--- src/rtl/sdram_ctrl_pkg.sv ---
// Shared definitions for the SDRAM burst controller.
//   state_e        - controller FSM states
//   BURSTCOUNT_WID - width of the Avalon burstcount field
//   clamp_burst()  - maps a requested burst length onto 1..max_burst
package sdram_ctrl_pkg;

    localparam int unsigned BURSTCOUNT_WID = 7;

    typedef enum logic [2:0] {
        IDLE    = 3'd0,
        INIT    = 3'd1,
        WR      = 3'd2,
        RD_CMD  = 3'd3,
        RD_DATA = 3'd4
    } state_e;

    // A request of 0 beats means one beat; anything longer than max_burst is cut to max_burst.
    function automatic logic [BURSTCOUNT_WID-1:0] clamp_burst(
        input logic [BURSTCOUNT_WID-1:0] req,
        input int unsigned               max_burst
    );
        if (req == '0) begin
            return BURSTCOUNT_WID'(1);
        end
        if (32'(req) > max_burst) begin
            return BURSTCOUNT_WID'(max_burst);
        end
        return req;
    endfunction

endpackage

--- src/rtl/sdram_burst_ctrl_if.sv ---
// Avalon-MM burst bus used on both sides of the SDRAM burst controller.
//   slave  modport - controller's upstream (S0) view: commands in, waitrequest/read data out
//   master modport - controller's downstream (M0) view: commands out, waitrequest/read data in
// init/initcomplete are only meaningful on the slave side.
interface sdram_burst_ctrl_if
    import sdram_ctrl_pkg::*;
#(
    parameter int unsigned ADDR_WID = 27,
    parameter int unsigned DATA_WID = 32
) ();

    logic                      init;
    logic                      read;
    logic                      write;
    logic [ADDR_WID-1:0]       address;
    logic [BURSTCOUNT_WID-1:0] burstcount;
    logic [DATA_WID-1:0]       writedata;
    logic                      waitrequest;
    logic [DATA_WID-1:0]       readdata;
    logic                      readdatavalid;
    logic                      initcomplete;

    modport slave (
        input  init, read, write, address, burstcount, writedata,
        output waitrequest, readdata, readdatavalid, initcomplete
    );

    modport master (
        output read, write, address, burstcount, writedata,
        input  waitrequest, readdata, readdatavalid
    );

endinterface

--- src/rtl/sdram_init_seq.sv ---
// Address/data generator for the memory fill performed on INIT.
//   CLK, RESET_N - clock, synchronous active-low reset
//   start        - restart the fill at word 0
//   advance      - the current beat was accepted by the memory
//   addr         - start address of the burst containing the current beat
//   last         - current beat is the final word (INIT_LAST_ADDR)
//   data         - write data for the current beat
// Macro SDRAM_INIT_PATTERN_EN: data is the word address instead of zero.
module sdram_init_seq #(
    parameter int unsigned         ADDR_WID       = 27,
    parameter int unsigned         DATA_WID       = 32,
    parameter int unsigned         MAX_BURST      = 8,
    parameter logic [ADDR_WID-1:0] INIT_LAST_ADDR = {ADDR_WID{1'b1}}
) (
    input  logic                CLK,
    input  logic                RESET_N,
    input  logic                start,
    input  logic                advance,
    output logic [ADDR_WID-1:0] addr,
    output logic                last,
    output logic [DATA_WID-1:0] data
);

    localparam logic [ADDR_WID-1:0] BEAT_MASK = ADDR_WID'(MAX_BURST - 1);

    // Word address of the current beat. The fill stops on last, so reaching all-ones never wraps.
    logic [ADDR_WID-1:0] word_q, word_d;

    always_comb begin
        word_d = word_q;
        if (start) begin
            word_d = '0;
        end else if (advance) begin
            word_d = word_q + ADDR_WID'(1);
        end
    end

    always_ff @(posedge CLK) begin
        if (!RESET_N) begin
            word_q <= '0;
        end else begin
            word_q <= word_d;
        end
    end

    // Bursts are MAX_BURST-aligned from 0, so the burst base is the word with its beat bits cleared.
    assign addr = word_q & ~BEAT_MASK;
    assign last = (word_q == INIT_LAST_ADDR);

`ifdef SDRAM_INIT_PATTERN_EN
    assign data = DATA_WID'(word_q);
`else
    assign data = '0;
`endif

endmodule

--- src/rtl/sdram_burst_ctrl.sv ---
// Avalon-MM burst bridge in front of an SDRAM controller, with a memory-fill (INIT) engine.
//   CLK, RESET_N - clock, synchronous active-low reset
//   avm_s0       - upstream slave: init/read/write commands, write stream, registered read data
//   avm_m0       - downstream master: burst commands, write beats, read data returns
// Macro SDRAM_INIT_PATTERN_EN (in sdram_init_seq): init data = word address instead of zero.
module sdram_burst_ctrl
    import sdram_ctrl_pkg::*;
#(
    parameter int unsigned         ADDR_WID       = 27,
    parameter int unsigned         DATA_WID       = 32,
    parameter int unsigned         MAX_BURST      = 8,
    parameter logic [ADDR_WID-1:0] INIT_LAST_ADDR = {ADDR_WID{1'b1}}
) (
    input logic                CLK,
    input logic                RESET_N,
    sdram_burst_ctrl_if.slave  avm_s0,
    sdram_burst_ctrl_if.master avm_m0
);

    localparam logic [2:0] S_IDLE    = IDLE;
    localparam logic [2:0] S_INIT    = INIT;
    localparam logic [2:0] S_WR      = WR;
    localparam logic [2:0] S_RD_CMD  = RD_CMD;
    localparam logic [2:0] S_RD_DATA = RD_DATA;

    logic [2:0]                state_q, state_d;
    logic [ADDR_WID-1:0]       addr_q, addr_d;
    logic [BURSTCOUNT_WID-1:0] len_q, len_d;
    logic [DATA_WID-1:0]       wr_data_q, wr_data_d;
    logic                      wr_valid_q, wr_valid_d;
    logic [BURSTCOUNT_WID-1:0] s_left_q, s_left_d;   // upstream write beats still to accept
    logic [BURSTCOUNT_WID-1:0] m_left_q, m_left_d;   // beats still to pass to/from the master
    logic [DATA_WID-1:0]       rd_data_q, rd_data_d;
    logic                      rd_valid_q, rd_valid_d;
    logic                      init_done_q, init_done_d;

    logic                      s0_wait;
    logic                      m0_read, m0_write;
    logic [ADDR_WID-1:0]       m0_addr;
    logic [DATA_WID-1:0]       m0_wdata;
    logic [BURSTCOUNT_WID-1:0] m0_bc, req_len;
    logic                      m_acc, s_acc;
    logic                      seq_start, seq_adv, seq_last;
    logic [ADDR_WID-1:0]       seq_addr;
    logic [DATA_WID-1:0]       seq_data;

    sdram_init_seq #(
        .ADDR_WID       (ADDR_WID),
        .DATA_WID       (DATA_WID),
        .MAX_BURST      (MAX_BURST),
        .INIT_LAST_ADDR (INIT_LAST_ADDR)
    ) u_init_seq (
        .CLK     (CLK),
        .RESET_N (RESET_N),
        .start   (seq_start),
        .advance (seq_adv),
        .addr    (seq_addr),
        .last    (seq_last),
        .data    (seq_data)
    );

    always_comb begin
        state_d     = state_q;
        addr_d      = addr_q;
        len_d       = len_q;
        wr_data_d   = wr_data_q;
        wr_valid_d  = wr_valid_q;
        s_left_d    = s_left_q;
        m_left_d    = m_left_q;
        rd_data_d   = rd_data_q;
        rd_valid_d  = 1'b0;
        init_done_d = init_done_q;
        s0_wait     = 1'b1;
        m0_read     = 1'b0;
        m0_write    = 1'b0;
        m0_addr     = addr_q;
        m0_wdata    = wr_data_q;
        m0_bc       = len_q;
        m_acc       = 1'b0;
        s_acc       = 1'b0;
        seq_start   = 1'b0;
        seq_adv     = 1'b0;
        req_len     = clamp_burst(avm_s0.burstcount, MAX_BURST);

        case (state_q)
            S_IDLE: begin
                s0_wait = 1'b0;
                if (avm_s0.init) begin
                    seq_start   = 1'b1;
                    init_done_d = 1'b0;
                    addr_d      = '0;
                    len_d       = BURSTCOUNT_WID'(MAX_BURST);
                    state_d     = S_INIT;
                end else if (avm_s0.read) begin
                    addr_d  = avm_s0.address;
                    len_d   = req_len;
                    state_d = S_RD_CMD;
                end else if (avm_s0.write) begin
                    addr_d     = avm_s0.address;
                    len_d      = req_len;
                    wr_data_d  = avm_s0.writedata;
                    wr_valid_d = 1'b1;
                    s_left_d   = req_len - BURSTCOUNT_WID'(1);
                    m_left_d   = req_len;
                    state_d    = S_WR;
                end
            end

            S_INIT: begin
                m0_write = 1'b1;
                m0_addr  = seq_addr;
                m0_wdata = seq_data;
                if (!avm_m0.waitrequest) begin
                    seq_adv = 1'b1;
                    if (seq_last) begin
                        init_done_d = 1'b1;
                        state_d     = S_IDLE;
                    end
                end
            end

            S_WR: begin
                m0_write = wr_valid_q;
                // Refill the holding register in the same cycle the master drains it.
                s0_wait  = !((s_left_q != '0) && (!wr_valid_q || !avm_m0.waitrequest));
                m_acc    = wr_valid_q && !avm_m0.waitrequest;
                s_acc    = !s0_wait && avm_s0.write;
                if (m_acc) begin
                    wr_valid_d = 1'b0;
                    m_left_d   = m_left_q - BURSTCOUNT_WID'(1);
                end
                if (s_acc) begin
                    wr_valid_d = 1'b1;
                    wr_data_d  = avm_s0.writedata;
                    s_left_d   = s_left_q - BURSTCOUNT_WID'(1);
                end
                if (m_acc && (m_left_q == BURSTCOUNT_WID'(1))) begin
                    state_d = S_IDLE;
                end
            end

            S_RD_CMD: begin
                m0_read = 1'b1;
                if (!avm_m0.waitrequest) begin
                    m_left_d = len_q;
                    state_d  = S_RD_DATA;
                end
            end

            S_RD_DATA: begin
                if (avm_m0.readdatavalid) begin
                    rd_valid_d = 1'b1;
                    rd_data_d  = avm_m0.readdata;
                    m_left_d   = m_left_q - BURSTCOUNT_WID'(1);
                    if (m_left_q == BURSTCOUNT_WID'(1)) begin
                        state_d = S_IDLE;
                    end
                end
            end

            default: state_d = S_IDLE;
        endcase
    end

    always_ff @(posedge CLK) begin
        if (!RESET_N) begin
            state_q     <= S_IDLE;
            addr_q      <= '0;
            len_q       <= BURSTCOUNT_WID'(1);
            wr_data_q   <= '0;
            wr_valid_q  <= 1'b0;
            s_left_q    <= '0;
            m_left_q    <= '0;
            rd_data_q   <= '0;
            rd_valid_q  <= 1'b0;
            init_done_q <= 1'b0;
        end else begin
            state_q     <= state_d;
            addr_q      <= addr_d;
            len_q       <= len_d;
            wr_data_q   <= wr_data_d;
            wr_valid_q  <= wr_valid_d;
            s_left_q    <= s_left_d;
            m_left_q    <= m_left_d;
            rd_data_q   <= rd_data_d;
            rd_valid_q  <= rd_valid_d;
            init_done_q <= init_done_d;
        end
    end

    assign avm_s0.waitrequest   = s0_wait;
    assign avm_s0.readdata      = rd_data_q;
    assign avm_s0.readdatavalid = rd_valid_q;
    assign avm_s0.initcomplete  = init_done_q;
    assign avm_m0.read          = m0_read;
    assign avm_m0.write         = m0_write;
    assign avm_m0.address       = m0_addr;
    assign avm_m0.writedata     = m0_wdata;
    assign avm_m0.burstcount    = m0_bc;

endmodule

--- src/flat_wrapper.sv ---
// flat-port wrapper written by rule: the top's interface ports become plain ports
module sdram_burst_ctrl_flat import sdram_ctrl_pkg::*;
#(
    parameter int unsigned         ADDR_WID       = 27,
    parameter int unsigned         DATA_WID       = 32,
    parameter int unsigned         MAX_BURST      = 8,
    parameter logic [ADDR_WID-1:0] INIT_LAST_ADDR = {ADDR_WID{1'b1}}
)
  (CLK, RESET_N, avm_s0_init, avm_s0_read, avm_s0_write, avm_s0_address, avm_s0_burstcount, avm_s0_writedata, avm_s0_waitrequest, avm_s0_readdata, avm_s0_readdatavalid, avm_s0_initcomplete, avm_m0_read, avm_m0_write, avm_m0_address, avm_m0_burstcount, avm_m0_writedata, avm_m0_waitrequest, avm_m0_readdata, avm_m0_readdatavalid);
  sdram_burst_ctrl_if #(.ADDR_WID(ADDR_WID), .DATA_WID(DATA_WID)) avm_s0_i ();
  sdram_burst_ctrl_if #(.ADDR_WID(ADDR_WID), .DATA_WID(DATA_WID)) avm_m0_i ();
  input logic CLK;
  input logic RESET_N;
  input wire logic [$bits(avm_s0_i.init)-1:0] avm_s0_init;
  input wire logic [$bits(avm_s0_i.read)-1:0] avm_s0_read;
  input wire logic [$bits(avm_s0_i.write)-1:0] avm_s0_write;
  input wire logic [$bits(avm_s0_i.address)-1:0] avm_s0_address;
  input wire logic [$bits(avm_s0_i.burstcount)-1:0] avm_s0_burstcount;
  input wire logic [$bits(avm_s0_i.writedata)-1:0] avm_s0_writedata;
  output wire logic [$bits(avm_s0_i.waitrequest)-1:0] avm_s0_waitrequest;
  output wire logic [$bits(avm_s0_i.readdata)-1:0] avm_s0_readdata;
  output wire logic [$bits(avm_s0_i.readdatavalid)-1:0] avm_s0_readdatavalid;
  output wire logic [$bits(avm_s0_i.initcomplete)-1:0] avm_s0_initcomplete;
  output wire logic [$bits(avm_m0_i.read)-1:0] avm_m0_read;
  output wire logic [$bits(avm_m0_i.write)-1:0] avm_m0_write;
  output wire logic [$bits(avm_m0_i.address)-1:0] avm_m0_address;
  output wire logic [$bits(avm_m0_i.burstcount)-1:0] avm_m0_burstcount;
  output wire logic [$bits(avm_m0_i.writedata)-1:0] avm_m0_writedata;
  input wire logic [$bits(avm_m0_i.waitrequest)-1:0] avm_m0_waitrequest;
  input wire logic [$bits(avm_m0_i.readdata)-1:0] avm_m0_readdata;
  input wire logic [$bits(avm_m0_i.readdatavalid)-1:0] avm_m0_readdatavalid;
  assign avm_s0_i.init = avm_s0_init;
  assign avm_s0_i.read = avm_s0_read;
  assign avm_s0_i.write = avm_s0_write;
  assign avm_s0_i.address = avm_s0_address;
  assign avm_s0_i.burstcount = avm_s0_burstcount;
  assign avm_s0_i.writedata = avm_s0_writedata;
  assign avm_s0_waitrequest = avm_s0_i.waitrequest;
  assign avm_s0_readdata = avm_s0_i.readdata;
  assign avm_s0_readdatavalid = avm_s0_i.readdatavalid;
  assign avm_s0_initcomplete = avm_s0_i.initcomplete;
  assign avm_m0_read = avm_m0_i.read;
  assign avm_m0_write = avm_m0_i.write;
  assign avm_m0_address = avm_m0_i.address;
  assign avm_m0_burstcount = avm_m0_i.burstcount;
  assign avm_m0_writedata = avm_m0_i.writedata;
  assign avm_m0_i.waitrequest = avm_m0_waitrequest;
  assign avm_m0_i.readdata = avm_m0_readdata;
  assign avm_m0_i.readdatavalid = avm_m0_readdatavalid;
  sdram_burst_ctrl #(.ADDR_WID(ADDR_WID), .DATA_WID(DATA_WID), .MAX_BURST(MAX_BURST), .INIT_LAST_ADDR(INIT_LAST_ADDR)) u_core (.CLK(CLK), .RESET_N(RESET_N), .avm_s0(avm_s0_i), .avm_m0(avm_m0_i));
endmodule
--- config.mk ---
export PLATFORM = sky130hd
export DESIGN_NAME = sdram_burst_ctrl_flat
export DESIGN_NICKNAME = d
export VERILOG_FILES = /design/src/rtl/sdram_ctrl_pkg.sv /design/src/rtl/sdram_burst_ctrl_if.sv /design/src/rtl/sdram_init_seq.sv /design/src/rtl/sdram_burst_ctrl.sv /design/src/flat_wrapper.sv
export SDC_FILE = /design/constraint.sdc
export NUM_CORES = 1
export LEC_CHECK = 0
export ABC_AREA = 1
export CORE_UTILIZATION = 47
export DETAILED_ROUTE_END_ITERATION = 8
export GPL_ROUTABILITY_DRIVEN = 0
export PLACE_DENSITY = 0.8
export SKIP_LAST_GASP = 1
export SLEW_MARGIN = 15
export SYNTH_ARGS = -nofsm -noshare
export SYNTH_HDL_FRONTEND = slang
export SYNTH_SLANG_ARGS = --single-unit
--- constraint.sdc ---
create_clock -name CLK -period 2.01 [get_ports CLK]
set_input_delay 0.201 -clock CLK [delete_from_list [all_inputs] [get_ports CLK]]
set_output_delay 0.201 -clock CLK [all_outputs]
set_load 0.01 [all_outputs]
==> results of run 1 <==
-- metal layers --
layer | vias up | share of wire | GRT usage
met5 | - | 0 | 0
met4 | 0 | 0.021 | 0.1021
met3 | 36 | 0.081 | 0.09433
met2 | 271 | 0.48 | 0.4512
met1 | 3234 | 0.42 | 0.3114
li1 | 3677 | - | -
-- per-stage QoR --
| stage | total power (W) | hold slack, ns |
|---|---|---|
| 2_1_floorplan | 0.004094 | 0.3484 |
| 3_3_place_gp | 0.004817 | 0.4295 |
| 3_5_place_dp | 0.004840 | 0.4346 |
| 4_1_cts | 0.007791 | 0.1210 |
| 5_1_grt | 0.008186 | 0.1369 |
| 6_report | 0.007814 | 0.1224 |
-- power by group --
| group | switching [W] | internal, W |
|---|---|---|
| Clock | 0.00116 | 0.00182 |
| Sequential | 0.000103 | 0.00304 |
| Combinational | 0.000921 | 0.000772 |
| Total | 0.00218 | 0.00563 |
-- Yosys cell counts (all sizes together) --
cell type | n | share of area
a21oi | 91 | 0.067
a22oi | 2 | 0.0022
a31oi | 1 | 0.00092
and2 | 1 | 0.00092
and3 | 1 | 0.00092
buf | 18 | 0.017
clkbuf | 29 | 0.016
dfxtp | 145 | 0.42
ha | 4 | 0.0073
inv | 134 | 0.074
nand2 | 284 | 0.16
nand3 | 34 | 0.027
nand3b | 3 | 0.0033
nand4 | 8 | 0.0082
nor2 | 150 | 0.087
nor3 | 17 | 0.016
o211ai | 3 | 0.0033
o21a | 1 | 0.0011
o21ai | 107 | 0.078
o31ai | 1 | 0.0011
or2 | 1 | 0.00092
xor2 | 5 | 0.0064
-- timing repair --
action | 4_1_cts | 5_1_grt
buffers inserted | 2 | 3
resized for setup | 26 | 18
gates cloned | 0 | 2
setup endpoints to repair | 60 | 40
-- flip-flops by register name, indices dropped and copies added, names as in the netlist, 3 cells and up --
register and flops:
u_core.m_left_q 7, u_core.addr_q 27, u_core.u_init_seq.word_q 27, u_core.s_left_q 7
u_core.avm_m0.burstcount 7, u_core.state_q 3, u_core.wr_data_q 32, u_core.avm_s0.readdata 32
-- cells by family after synthesis --
| family | Yosys count |
|---|---|
| and+or+nand+nor | 499 |
| xor gates and xnor gates | 5 |
| adders and majority gates | 4 |
| AOI/OAI and AO/OA | 206 |
| buffers and inverters | 181 |
| DFF | 145 |
-- layout make-up --
| class | count | area, µm² | area share |
|---|---|---|---|
| multi-input combinational | 714 | 3201 | 0.3275 |
| sequential | 145 | 2907 | 0.2974 |
| tap | 180 | 225.2 | 0.02304 |
| clock inverter | 5 | 52.55 | 0.005377 |
| timing repair buffer | 234 | 2381 | 0.2436 |
| antenna | 1 | 2.502 | 0.0002560 |
| inverter | 134 | 505.5 | 0.05172 |
| clock buffer | 26 | 499.2 | 0.05108 |
-- worst max path at each step --
stage                               from                  to  cells after the start
finish                 u_core.state_q[2]   avm_m0_address[5]                      6
global route           u_core.state_q[2]   avm_m0_address[2]                      6
CTS                    u_core.state_q[1]   avm_m0_address[5]                      6
detailed placement    avm_m0_waitrequest  u_core.s_left_q[6]                     10
global placement    avm_s0_burstcount[1]  u_core.s_left_q[6]                     14
floorplan              u_core.state_q[2]  u_core.s_left_q[6]                     11
==> results.md, run 1 <==
- Setup TNS: -1.062 ns
- DP Worst Slack: between 0.09 and 0.1 ns
- Later-pin clock latency in the skew report: 0.42 ns
- CP max-delay cell: clkdlybuf4s50_1
- Grt ovf: 0
- Global-route wire length before repair: 31.39 mm
- CP Max Fanout: 21
- IO Pins: 208
- Post-synthesis adder-cell area fraction: 0.007322
- Setup ws final: -0.08274 ns
- DRT antenna net count: 0
- Die height: 122.6 µm
- Critical path type: flop to output port
- Crit path required time: between 1.5 and 2 ns
- Number of library cell types mapped by synthesis: 34
- CP top delay family: buffers and inverters
- CTS clk-pin slew, worst paths: approximately 0.06 ns
- Row cnt: 43
- Yosys warns: 0
- WL final: 19.91 mm
- Worst Hold Depth: 2
- Post-Syn Instances: 1040
- Critical Path AT: 1.89 ns
- Vias in the first global route: 6682
- R2r setup slk: roughly 0.060 ns
- Tmin final: approximately 2.1 ns
- Post-Synthesis Net Count: 1149
- Min-delay src: RESET_N
- Worst r2r path cells: 12
- Mapped cell area: 6835 µm²
- Drc violations: 0
- Clock Path Buffers: 2
- Crit path launch type: flop
- Slew @ Worst Pin: 0.7021 ns
- Die area: 15030 µm²
- Clock Skew: 0.006602 ns
- Commonest cells after routing, fill and taps aside: 281 x nand2_1, 171 x clkdlybuf4s50_1, 145 x nor2_1, 142 x dfxtp_1, 130 x inv_1
- Post-synthesis mux area share: 0
- WL/cell: 13.84 µm
- Fillers: 1180
- Final #Nets: 1355
- H-tree levels: 4
- Failing checks: setup timing
- Worst path max stage delay: 0.55 ns
- Layout area overhead: 42.98%
- Post-DP HPWL: 14.00 mm
- Util after Layout: 0.6960
- Hold crit path type: input pin to flop
- Slew Limit Fails: 0
- Max-Cap Viols: 0
- Pwr per Cell Area: 799.6 nW/µm²
- Global Route Usage Sum: 0.2683
- Largest family of logic cells by synthesized area: simple AND/OR/NAND/NOR gates
- Commonest non-fill, non-tap cell in the layout: nand2_1
- Vias post-DR: 7218
- Num CTS Buffers: 17
- Fraction of synthesized cell area in xor and xnor cells: 0.006407
- Synth Register Bits: roughly 150
- Final worst path period share: 1.041
- Detailed Routing Iterations Pass 1: 5
- Crit end category: output port
- DR iter-0 viols: 487
- Post-Place Cells: 1400
- Reg-to-reg startpoint: u_core.state_q[2]
- Maximum vdd drop: 553.9 µV
- Post-route insts no fill: 1439
- CTS Hold Buffers Added: 0
- Routed vias/inst: 5.016
- Area after DPL: roughly 9000 µm²
- Fmax: 0.4778 GHz
- Synth Area in Compound Gates: 0.1536
- Layout cells sized above 1: 0.05962
- Syn avg cell area: around 6.6 µm²
- CTS tree: built
- Number of port buffers: 207
- CP cell instances: inv_2, nand3_4, buf_12, nand2_1, o21ai_1, clkdlybuf4s50_1
- Sequential area share after synthesis: 0.4247
- Relative slew margins: 0.5284
- Clk sink count: 145
- Buffers & Inverters on Critical Path: 3
- RSZ-0062 raised after global routing: true
- Largest net degree at the start of global routing: 66
- Synth Area in Simple Gates: 0.3009
- Initial core utilization: 0.4868
- Final Hold Fails: 0
- Core outline area: 14040 µm²
- Hold endpoint: u_core.avm_m0.burstcount[0]
- Die width: 122.6 µm
- Final setup fails: 23
- Status: finished, violations left
- Initial antenna violation count: 1
- Clock root cell: clkbuf_16
- Pleak: ~4.3 nW
- Cell area after layout: a little under 10000 µm²
- RR Endpoint: u_core.u_init_seq.word_q[17]
No activity file was read; power rests on OpenSTA's default activity.
==> run 2, diff against run 1 <==
- CAP_MARGIN: unset -> 20
==> results of run 2 <==
Same layout as run 1: the final DEF is identical, and so are final timing and power.
